--- config.mk ---
export PLATFORM = sky130hd
export DESIGN_NAME = prbs_symbol_gen
export DESIGN_NICKNAME = d
export VERILOG_FILES = /design/src/rtl/prbs_symbol_gen.sv
export SDC_FILE = /design/constraint.sdc
export NUM_CORES = 1
export LEC_CHECK = 0
export CAP_MARGIN = 20
export CORE_UTILIZATION = 40
export DETAILED_ROUTE_END_ITERATION = 12
export GPL_ROUTABILITY_DRIVEN = 0
export PLACE_DENSITY = 0.73
export SLEW_MARGIN = 5
export SYNTH_ARGS = -nofsm -noshare
export SYNTH_HDL_FRONTEND = slang
export SYNTH_SLANG_ARGS = --single-unit
--- constraint.sdc ---
create_clock -name clock -period 1.7 [get_ports clock]
set_clock_uncertainty 0.05 [all_clocks]
set_input_delay 0.34 -clock clock [delete_from_list [all_inputs] [get_ports clock]]
set_output_delay 0.34 -clock clock [all_outputs]
set_load 0.005 [all_outputs]
--- src/rtl/prbs_symbol_gen.sv ---
// prbs_symbol_gen: Fibonacci LFSR PRBS packed MSB-first into QAM symbols.
// Define PRBS_ERR_INJECT_EN to add err_inject (flips one symbol LSB).
module prbs_symbol_gen #(
  parameter int unsigned       LFSR_W   = 13,
  parameter logic [LFSR_W-1:0] TAPS     = 13'h100D,
  parameter logic [LFSR_W-1:0] SEED     = 13'h000F,
  parameter int unsigned       SYM_BITS = 4
) (
  input  logic                clock,
  input  logic                reset,
  input  logic                load_seed,
  input  logic [LFSR_W-1:0]   seed,
  input  logic                sym_ready,
  output logic                sym_valid,
  output logic [SYM_BITS-1:0] sym_data,
  output logic [15:0]         sym_count,
  output logic                seed_err
`ifdef PRBS_ERR_INJECT_EN
  ,
  input  logic                err_inject
`endif
);

  localparam int CW = $clog2(SYM_BITS + 1);

  typedef enum logic {
    FILL,
    HOLD
  } fsm_t;

  fsm_t                fsm_q, fsm_d;
  logic [LFSR_W-1:0]   lfsr_q, lfsr_d;
  logic [SYM_BITS-1:0] sym_q, sym_d;
  logic [CW-1:0]       cnt_q, cnt_d;
  logic [15:0]         count_q, count_d;
  logic                err_q, err_d;
  logic                fb;
  logic                last;
  logic                flip;

  assign fb   = ^(lfsr_q & TAPS);
  assign last = (cnt_q == CW'(SYM_BITS - 1));

`ifdef PRBS_ERR_INJECT_EN
  logic pend_q, pend_d;

  assign flip = pend_q & last;

  // Pending flip: armed by a pulse, consumed by the next completing symbol.
  always_comb begin
    pend_d = pend_q;
    if (load_seed)
      pend_d = 1'b0;
    else if (err_inject)
      pend_d = 1'b1;
    else if (fsm_q == FILL && last)
      pend_d = 1'b0;
  end

  // Pending flag register.
  always_ff @(posedge clock or posedge reset) begin
    if (reset)
      pend_q <= 1'b0;
    else
      pend_q <= pend_d;
  end
`else
  assign flip = 1'b0;
`endif

  // Next state: seed load wins, then FILL shifting or HOLD handshake.
  always_comb begin
    fsm_d   = fsm_q;
    lfsr_d  = lfsr_q;
    sym_d   = sym_q;
    cnt_d   = cnt_q;
    count_d = count_q;
    err_d   = err_q;
    if (load_seed) begin
      fsm_d = FILL;
      cnt_d = '0;
      if (seed == '0) begin
        lfsr_d = SEED;
        err_d  = 1'b1;
      end else begin
        lfsr_d = seed;
      end
    end else begin
      unique case (fsm_q)
        FILL: begin
          lfsr_d = {lfsr_q[LFSR_W-2:0], fb};
          sym_d  = SYM_BITS'({sym_q, fb ^ flip});
          if (last) begin
            fsm_d = HOLD;
            cnt_d = '0;
          end else begin
            cnt_d = cnt_q + CW'(1);
          end
        end
        HOLD: begin
          if (sym_ready) begin
            fsm_d   = FILL;
            cnt_d   = '0;
            count_d = count_q + 16'd1;
          end
        end
        default: fsm_d = FILL;
      endcase
    end
  end

  // State registers.
  always_ff @(posedge clock or posedge reset) begin
    if (reset) begin
      fsm_q   <= FILL;
      lfsr_q  <= SEED;
      sym_q   <= '0;
      cnt_q   <= '0;
      count_q <= '0;
      err_q   <= 1'b0;
    end else begin
      fsm_q   <= fsm_d;
      lfsr_q  <= lfsr_d;
      sym_q   <= sym_d;
      cnt_q   <= cnt_d;
      count_q <= count_d;
      err_q   <= err_d;
    end
  end

  assign sym_valid = (fsm_q == HOLD);
  assign sym_data  = sym_q;
  assign sym_count = count_q;
  assign seed_err  = err_q;

endmodule

==> results by group <==
Timing
  – Worst Tran Pin Value: 0.345 ns
  – Final TNS setup: 0 ns
  – RSZ-0062 raised after global routing: yes
  – Final setup vio count: 0
  – Worst hold margin: 0.282 ns
  – Ratio of final minimum period to clock period: 0.975
  – Fin crit period: 1.66 ns
  – Fmax: 604 MHz
  – Final hold violations: 0
  – Slew margin rel.: 0.769
  – Final slew viol count: 0

Layout
  – Post-Layout Cell Count: 261
  – Share of layout cells above drive strength 1: 0.204
  – Fill count: 337
  – Nets: 229
  – Most frequent cells in the layout: clkdlybuf4s50_1, dfrtp_1, nand2_1, buf_4, nor2_1
  – Commonest non-fill, non-tap cell in the layout: clkdlybuf4s50_1
  – Ant diodes: 0
  – Synth-to-Final Area Change: 38.5%

Critical path
  – Critical R2R Launch: sym_count[6]
  – Worst endpoint required time: 1.31 ns
  – Worst-path fanout max: 5
  – Startpoint Class: flop
  – Reg2reg end: sym_count[15]
  – R2R Setup Slk: 0.14 ns
  – R2R depth: 4
  – Crit path DAT: 1.27 ns
  – Kind of critical path: reg -> out
  – Crit. End Element: output pin

Logic synthesis
  – Post-synth top flop: dfrtp_1
  – Syn Area/Cell: 11.4 um^2
  – Post-Syn Area: 1760 um^2
  – EDFF count, synth: 0
  – Synth cell types: 31
  – Synth Register Bits: 38
  – Cell taking the most area after synthesis: dfrtp_1
  – Post-synth top area share: 0.483
  – Async S/R FF share, synth: 1.00
  – Part of the Yosys area used for sequential elements: 0.543
  – Yosys warnings: 0
  – Mapped Cells: 155
  – Synth area leaders: dfrtp_1, dfstp_2, mux2i_1
  – Synth Net Count: 174

Clock tree
  – Clk buf depth: 2
  – Worst-Skew Late Latency: 0.28 ns
  – Root Buffer: clkbuf_8
  – TritonCTS clock tree: built
  – CTS sink cnt: 38
  – H-tree Lvls: 2
  – CTS clk-pin slew, worst paths: 0.07 ns
  – Num CTS Buffers: 5

Floorplanning
  – # IOs: 39
  – Num rows: 23
  – Die Wd: 68.4 um
  – Die H: 68.4 um
  – Core Area: 4120 um^2
  – Total die area: 4670 um^2
  – Initial Utilization: 0.428

Power
  – Pint: 1.75 mW
  – Power Density: 946 nW/um^2
  – Leakage: 1.10 nW
  – VDD IR-drop max: 0.000477 V
  – Flop pwr share: 0.484
  – Clock power share: 0.309
  – Comb pwr share: 0.207
  – Total power: 2.31 mW
  – P_sw: 0.561 mW
  – Switch share: 0.243

Placed design
  – DPL Wire Length: 2.56 mm
  – Placed insts: 252
  – Count of buffers from port buffering: 38

Min path
  – Hold Crit Start: seed[4]
  – Hold Crit Depth: 3
  – Hold WC Path Type: in -> reg
  – Worst Hold Path EP: lfsr_q[4]

Detailed routing
  – Drc violations: 0
  – 1st-iter DRT viols: 29
  – Routed Wire Length: 3.43 mm
  – Post-DR vias/cell: 5.13
  – WL/cell: 13.1 um
  – Antenna Violating Nets Remaining: 0
  – First-pass DRT Iterations: 4
  – Routed vias: 1338

Global route
  – Initial antenna violation count: 0
  – Gr ovfl total: 0
  – Largest net degree at the start of global routing: 39
  – Gr usage total: 0.169
  – Vias in the first global route: 1344
  – First-pass GRT wire length: 5.73 mm

Run status
  – Status: finished, final reports clean

Run
  – Max_cap viols: 0
-- cells by family (layout without fill, tap and decap cells) --
logic type      count (synthesis)  count (layout)  synth area share
simple gates                   50              50             0.138
flops                          38              38             0.543
xor+xnor                       18              18            0.0973
fa+ha+maj                       2               2            0.0142
compound gates                 19              19            0.0817
buf+inv                        11              67            0.0249
mux                            17              17             0.102
-- per-stage QoR --
step	instance area, um^2	setup slack (ns)	utilization
2_1_floorplan	1760	0.192	-
3_3_place_gp	2300	-0.265	0.559
3_5_place_dp	2300	-0.340	0.559
4_1_cts	2420	0.0164	0.587
5_1_grt	2440	-0.0109	0.593
6_report	2440	0.0433	0.593
-- worst max-delay path by stage --
stage                       startpoint            to  slack [ns]  cells past startpoint
after CTS                      seed[6]     lfsr_q[1]        0.02                      5
final                     sym_count[5]  sym_count[5]        0.04                      2
after floorplan                seed[2]     lfsr_q[0]        0.19                      3
after detailed placement       seed[2]     lfsr_q[1]       -0.34                      4
after global placement         seed[2]     lfsr_q[0]       -0.27                      4
after global routing         load_seed  sym_count[7]       -0.01                      6
-- cell type report --
| cell class | count | area [um^2] | share of cell area |
|---|---|---|---|
| Timing Repair Buffer | 53 | 513 | 0.210 |
| Inverter | 6 | 22.5 | 0.00923 |
| Multi-Input combinational cell | 106 | 774 | 0.317 |
| Tap cell | 50 | 62.6 | 0.0256 |
| Sequential cell | 38 | 957 | 0.392 |
| Clock buffer | 8 | 110 | 0.0451 |
-- power groups by stage --
stage,Sequential (mW),Clock [mW],Combinational [mW]
floorplan,1.12,0,0.237
global placement,1.12,0,0.470
detailed placement,1.14,0,0.488
CTS,1.12,0.734,0.489
global route,1.14,0.776,0.535
finish,1.12,0.714,0.477
-- worst max-delay path: stages (launching register included) --
cell	delay [ns]
dfrtp_1	0.35
buf_4	0.14
clkdlybuf4s50_1	0.50
-- sequential cells by signal, summed over array words and instances (netlist names) --
register   flops
cnt_q          3
lfsr_q        13
seed_err       1
sym_count     16
sym_data       4
sym_valid      1
-- cell usage after synthesis, types with 3 or more instances --
cell	n
o22a_2	4
mux2i_1	10
nor3_1	5
inv_1	6
dfstp_2	4
xnor2_1	7
a21oi_1	3
o21ai_0	9
dfrtp_1	34
nand4_1	3
nand2_1	16
nor2_1	12
mux2_2	7
xor2_1	10
nand3_1	5
-- metal layers --
layer / GRT usage / part of all wire
met1: 0.190 / 0.44
met2: 0.293 / 0.50
met3: 0.0633 / 0.057
met4: 0.0547 / 0.011
met5: 0 / 0
-- what timing repair did --
action,CTS,global route
setup buffers,0,1
hold buffers,0,0
gates resized for setup,1,5
pin swaps,1,3
setup endpoints to repair,4,8
Note: power is estimated with default switching activity, not from simulation.
